[src/rtl/com_pkt_pkg.sv]
// Shared constants and state encoding for the com packet receiver.
package com_pkt_pkg;
  localparam int ADDR_W = 12;
  localparam int LEN_W  = 12;
  localparam int TMO_DEF = 4095;

  localparam logic [7:0] HEAD0_DEF = 8'hEB;
  localparam logic [7:0] HEAD1_DEF = 8'h90;

  localparam logic [7:0] ST_IDLE = 8'b0000_0001;
  localparam logic [7:0] ST_WAIT = 8'b0000_0010;
  localparam logic [7:0] ST_H1   = 8'b0000_0100;
  localparam logic [7:0] ST_INF0 = 8'b0000_1000;
  localparam logic [7:0] ST_INF1 = 8'b0001_0000;
  localparam logic [7:0] ST_DATA = 8'b0010_0000;
  localparam logic [7:0] ST_CHK  = 8'b0100_0000;
  localparam logic [7:0] ST_DONE = 8'b1000_0000;

  typedef enum logic [7:0] {
    S_IDLE = ST_IDLE,
    S_WAIT = ST_WAIT,
    S_H1   = ST_H1,
    S_INF0 = ST_INF0,
    S_INF1 = ST_INF1,
    S_DATA = ST_DATA,
    S_CHK  = ST_CHK,
    S_DONE = ST_DONE
  } state_t;
endpackage

[src/rtl/com_pkt_tmo.sv]
// Inter-byte idle counter: expires after CYC consecutive enabled,
// uncleared cycles.
module com_pkt_tmo #(
  parameter int CYC = 4095,
  parameter int W   = $clog2(CYC + 1)
) (
  input  logic clk,
  input  logic rst,
  input  logic clr,
  input  logic en,
  output logic expire
);
  logic [W-1:0] r_cnt;

  always_ff @(posedge clk or negedge rst) begin
    if (!rst) begin
      r_cnt <= '0;
    end else if (clr || !en) begin
      r_cnt <= '0;
    end else begin
      r_cnt <= r_cnt + W'(1);
    end
  end

  assign expire = en && !clr && (r_cnt == W'(CYC - 1));
endmodule

[src/rtl/com_pkt_rx.sv]
// Framed byte-stream receiver: sync on HEAD0/HEAD1, parse info,
// write payload to RAM, verify XOR checksum.
module com_pkt_rx
  import com_pkt_pkg::*;
#(
  parameter logic [7:0] HEAD0   = HEAD0_DEF,
  parameter logic [7:0] HEAD1   = HEAD1_DEF,
  parameter int         TMO_CYC = TMO_DEF
) (
  input  logic              clk,
  input  logic              rst,
  input  logic              fs,
  output logic              fd,
  input  logic [ADDR_W-1:0] ram_addr_init,
  input  logic [7:0]        com_rxd,
  input  logic              com_rxv,
  output logic [3:0]        btype,
  output logic [LEN_W-1:0]  dlen,
  output logic              chk_err,
  output logic [ADDR_W-1:0] ram_txa,
  output logic [7:0]        ram_txd,
  output logic              ram_txe
);
  state_t             r_state;
  logic [3:0]         r_btype;
  logic [LEN_W-1:0]   r_dlen;
  logic [LEN_W-1:0]   r_cnt;
  logic [ADDR_W-1:0]  r_addr;
  logic [7:0]         r_acc;

  logic               w_tmo_en;
  logic               w_tmo;
  logic               w_abort;
  logic [LEN_W-1:0]   w_cnt_nx;

  assign w_tmo_en = (r_state == S_H1)   || (r_state == S_INF0) ||
                    (r_state == S_INF1) || (r_state == S_DATA) ||
                    (r_state == S_CHK);
  assign w_abort  = !fs && (r_state != S_IDLE) && (r_state != S_DONE);
  assign w_cnt_nx = r_cnt + LEN_W'(1);

  com_pkt_tmo #(.CYC(TMO_CYC)) u_tmo (
    .clk    (clk),
    .rst    (rst),
    .clr    (com_rxv),
    .en     (w_tmo_en),
    .expire (w_tmo)
  );

  always_ff @(posedge clk or negedge rst) begin
    if (!rst) begin
      r_state <= S_IDLE;
      r_btype <= '0;
      r_dlen  <= '0;
      r_cnt   <= '0;
      r_addr  <= '0;
      r_acc   <= '0;
      fd      <= 1'b0;
      btype   <= '0;
      dlen    <= '0;
      chk_err <= 1'b0;
      ram_txa <= '0;
      ram_txd <= '0;
      ram_txe <= 1'b0;
    end else begin
      ram_txe <= 1'b0;
      if (w_abort) begin
        r_state <= S_IDLE;
      end else if (w_tmo) begin
        r_state <= S_WAIT;
      end else begin
        unique case (r_state)
          S_IDLE: if (fs) begin
            r_addr  <= ram_addr_init;
            r_cnt   <= '0;
            r_state <= S_WAIT;
          end
          S_WAIT: if (com_rxv && com_rxd == HEAD0) begin
            r_state <= S_H1;
          end
          S_H1: if (com_rxv) begin
            if (com_rxd == HEAD1)      r_state <= S_INF0;
            else if (com_rxd == HEAD0) r_state <= S_H1;
            else                       r_state <= S_WAIT;
          end
          S_INF0: if (com_rxv) begin
            r_btype       <= com_rxd[7:4];
            r_dlen[11:8]  <= com_rxd[3:0];
            r_acc         <= com_rxd;
            r_state       <= S_INF1;
          end
          S_INF1: if (com_rxv) begin
            r_dlen[7:0] <= com_rxd;
            r_acc       <= r_acc ^ com_rxd;
            if ({r_dlen[11:8], com_rxd} != '0) r_state <= S_DATA;
            else                               r_state <= S_CHK;
          end
          S_DATA: if (com_rxv) begin
            ram_txe <= 1'b1;
            ram_txd <= com_rxd;
            ram_txa <= r_addr;
            r_addr  <= r_addr + ADDR_W'(1);
            r_acc   <= r_acc ^ com_rxd;
            r_cnt   <= w_cnt_nx;
            if (w_cnt_nx == r_dlen) r_state <= S_CHK;
          end
          S_CHK: if (com_rxv) begin
            chk_err <= (com_rxd != r_acc);
            btype   <= r_btype;
            dlen    <= r_dlen;
            fd      <= 1'b1;
            r_state <= S_DONE;
          end
          S_DONE: if (!fs) begin
            fd      <= 1'b0;
            r_state <= S_IDLE;
          end
          default: r_state <= S_IDLE;
        endcase
      end
    end
  end
endmodule
[config.mk]
export PLATFORM = sky130hd
export DESIGN_NAME = com_pkt_rx
export DESIGN_NICKNAME = d
export VERILOG_FILES = /design/src/rtl/com_pkt_pkg.sv /design/src/rtl/com_pkt_tmo.sv /design/src/rtl/com_pkt_rx.sv
export SDC_FILE = /design/constraint.sdc
export NUM_CORES = 1
export LEC_CHECK = 0
export CAP_MARGIN = 20
export CORE_ASPECT_RATIO = 0.9
export CORE_UTILIZATION = 30
export DETAILED_ROUTE_END_ITERATION = 12
export PLACE_DENSITY = 0.49
export SLEW_MARGIN = 20
export SYNTH_ARGS = -nofsm -noshare
export SYNTH_HDL_FRONTEND = slang
export SYNTH_HIERARCHICAL = 1
export SYNTH_SLANG_ARGS = --single-unit
[constraint.sdc]
create_clock -name clk -period 3.93 [get_ports clk]
set_clock_uncertainty 0.1 [all_clocks]
set_input_delay 0.786 -clock clk [delete_from_list [all_inputs] [get_ports clk]]
set_output_delay 0.786 -clock clk [all_outputs]
set_load 0.005 [all_outputs]
==> metrics.txt <==
FF-to-FF setup slack=0.49 ns; measured slew at the worst slew-check pin=0.797 ns; initial antenna violation count=0; detailed placement HPWL=between 9 and 10 mm; Unique masters post-synth=64; final critical-path required period=3.44 ns; grt total ovfl=0; startpoint types=register; detailed router's first-iteration violation count=282; Hold Crit Class=reg2reg; Post-Synthesis Net Count=556; final WL=between 10 and 15 mm; outcome=finished clean; drt pass-1 iters=5; number of buffers on the longest clock path=2; critical path required time=4.11 ns; met1 track demand over resource=0.210; count of standard-cell rows=46; per-cell via count in the routed design=5.07; global-route wire length before repair=22.9 mm; average instance area after synthesis=10.5 um^2; setup TNS=0 ns; basic-gate share of the synthesized area counting and, or, nand and nor cells=0.180; fraction of the yosys area taken by sequential cells=0.483; xor/xnor share of the synthesized area=0.0474; cell type with the highest aggregate area in the netlist=sky130_fd_sc_hd__dfrtp_1; number of instances in the synthesized netlist=528; maximum ir drop on the vdd rail=around 190 uV; dominant combinational cell family by area after synthesis=simple AND/OR/NAND/NOR gates; maximum number of pins on one net before global-route repair=62; top post-synthesis cells by count=sky130_fd_sc_hd__dfrtp_1, sky130_fd_sc_hd__mux2_1, sky130_fd_sc_hd__nor2_1, sky130_fd_sc_hd__nand2_1, sky130_fd_sc_hd__a21oi_1; reg-to-reg critical path startpoint=r_state[6]$_DFFE_PN0P_; total via count after detailed routing=4,248; Area contributors post-synth=sky130_fd_sc_hd__dfrtp_1, sky130_fd_sc_hd__mux2_1, sky130_fd_sc_hd__nor2_1; worst hold margin=0.388 ns; worst slew margin relative to its limit=0.469; kind of critical path=reg2reg; busiest metal layer after global routing=met2; Die Width=~150 um; Pwr Density=roughly 400 mW/mm^2; arrival time of data at the critical path endpoint=3.62 ns; die extent in y=131 um; cell area after synthesis=0.00554 mm^2; Initial Util=0.311; RSZ-0062 raised after global routing=false; final weighted congestion in routability-driven placement=0.860; floorplan die area=0.0190 mm^2; Core Region=0.0178 mm^2; CTS H-Tree Depth=3; Post-route DRC=0; routed length per instance=16.5 um; setup bufs post-CTS=0; antenna-violating nets left=0; number of max-slew violations in the final report=0; compound-cell area share of the yosys netlist=0.130; Global Route met3 Usage=0.0302; CP Capture Point=r_cnt[7]$_DFFE_PN0P_; multiplexer fraction of the synthesized cell area=0.120; arithmetic-cell share of the synthesized area counting full adders, half adders and majority gates=0.00903; CTS tree=done; fraction of layout cells with a size suffix above 1=0.0953; flip-flop cell with the highest count after synthesis=sky130_fd_sc_hd__dfrtp_1; met2 Usage GRT=0.242; Synth-to-Final Area Change=21.9%; global routing usage summed across all routing layers=0.154; CP endpoint kind=register; Final #Nets=621; top cell type's share of synthesized area=0.479; number of global-route vias before repair=between 4,000 and 5,000; share of async-settable or async-resettable flops after synthesis=1.00; post-cts resize count=0; number of clock buffers inserted by TritonCTS=9; period utilization=0.874; Sinks on Clock Net=107; Synth warnings=6; io pins=63; dominant cell by count in the synthesized netlist=sky130_fd_sc_hd__dfrtp_1; number of hold violations in the final report=0; r2r endpoint=r_cnt[7]$_DFFE_PN0P_; number of filler instances in the final layout=1,768; Max Fclk=291 MHz; maximum net fanout on the critical path=13; count of flip-flops with a built-in enable after synthesis=0; Final Setup Violations=0; clock tree root driver cell=sky130_fd_sc_hd__clkbuf_16; hold-fix buffers at CTS=0; flops & latches, synth=107; # diodes=0; max-capacitance violation count=0; later-pin clock latency in the skew report=0.35 ns; static leakage=2.87 nW; clock transition at the registers of the reported paths=approximately 0.07 ns; Port Buffer Count=62; number of cell instances on the worst register-to-register path=12; critical path startpoint=r_state[6]$_DFFE_PN0P_
cell type report:
| cell class | count | area (um^2) | share of cell area |
|---|---|---|---|
| clock buffers | 10 | 229 | 0.0339 |
| clock inverters | 6 | 46.3 | 0.00685 |
| inverters | 13 | 48.8 | 0.00722 |
| multi-input cells | 383 | 2700 | 0.399 |
| flip-flops and latches | 107 | 2680 | 0.396 |
| well taps | 240 | 300 | 0.0444 |
| repair buffers | 79 | 758 | 0.112 |
through the flow:
stage                     cell area, um^2  instances  setup slack, ns   util  power [mW]
after floorplan                      5540        528            0.485      -        1.68
after detailed placement             6480        822            0.503  0.363        1.88
final                                6760        838            0.493  0.379        2.72
after global routing                 6760        838            0.232  0.379        2.89
after global placement               6480        822            0.555  0.363        1.87
after CTS                            6760        838            0.524  0.379        2.77
power by group:
group	total, mW	internal [mW]	switching, mW
logic	0.542	0.231	0.312
registers	1.32	1.20	0.116
clock network	0.863	0.436	0.427
total	2.72	1.87	0.855
layout by cell type, fill, tap and decap left out, drive strengths merged, types with 18 or more instances in the layout:
cell type and count:
nor2 45, o21ai 41, dfrtp 106, nand3 24, mux2 57, nand2 41
a21oi 31, buf 18, xnor2 18, clkdlybuf4s50 61
worst max-delay path, stage by stage (launching register included):
cell and delay, ns:
sky130_fd_sc_hd__dfrtp_1 0.50, sky130_fd_sc_hd__xor2_1 0.20, sky130_fd_sc_hd__mux2_2 0.27, sky130_fd_sc_hd__a21oi_1 0.21, sky130_fd_sc_hd__nand2_1 0.11, sky130_fd_sc_hd__nand2b_1 0.10
sky130_fd_sc_hd__nor4_1 0.06, sky130_fd_sc_hd__buf_4 0.16, sky130_fd_sc_hd__a31oi_4 0.29, sky130_fd_sc_hd__and2_1 0.51, sky130_fd_sc_hd__nand2_1 0.36, sky130_fd_sc_hd__or3_1 0.40
sky130_fd_sc_hd__o21ai_1 0.09
worst min path at each step:
stage                                 startpoint                endpoint  slack, ns  cells past startpoint
after floorplan           r_btype[0]$_DFFE_PN0P_    btype[0]$_DFFE_PN0P_       0.36                      1
after global placement    ram_txa[8]$_DFFE_PN0P_  ram_txa[8]$_DFFE_PN0P_       0.37                      1
after detailed placement     dlen[6]$_DFFE_PN0P_     dlen[6]$_DFFE_PN0P_       0.38                      1
after CTS                   btype[0]$_DFFE_PN0P_    btype[0]$_DFFE_PN0P_       0.39                      1
after global routing      ram_txa[1]$_DFFE_PN0P_  ram_txa[1]$_DFFE_PN0P_       0.40                      1
final                       btype[0]$_DFFE_PN0P_    btype[0]$_DFFE_PN0P_       0.39                      1
logic make-up after synthesis:
group | count (synthesis)
XOR/XNOR | 30
multiplexers | 58
AO/OA/AOI/OAI | 111
adder cells (fa/ha/maj) | 4
buffers and inverters | 38
flip-flops | 107
AND/OR/NAND/NOR | 180
flip-flops by register name, indices dropped and copies added, names as in the netlist:
signal       count
btype            4
chk_err          1
dlen            12
fd               1
r_acc            8
r_addr          12
r_btype          4
r_cnt           12
r_dlen          12
r_state          8
ram_txa         12
ram_txd          8
ram_txe          1
u_tmo/r_cnt     12
per-layer routing:
| layer | vias to the layer above | wire length (um) |
|---|---|---|
| met2 | 91 | 6250 |
| met4 | 0 | 244 |
| li1 | 2038 | - |
| met5 | - | 0 |
| met3 | 15 | 535 |
| met1 | 2104 | 6830 |
Note: power is estimated with default switching activity, not from simulation.
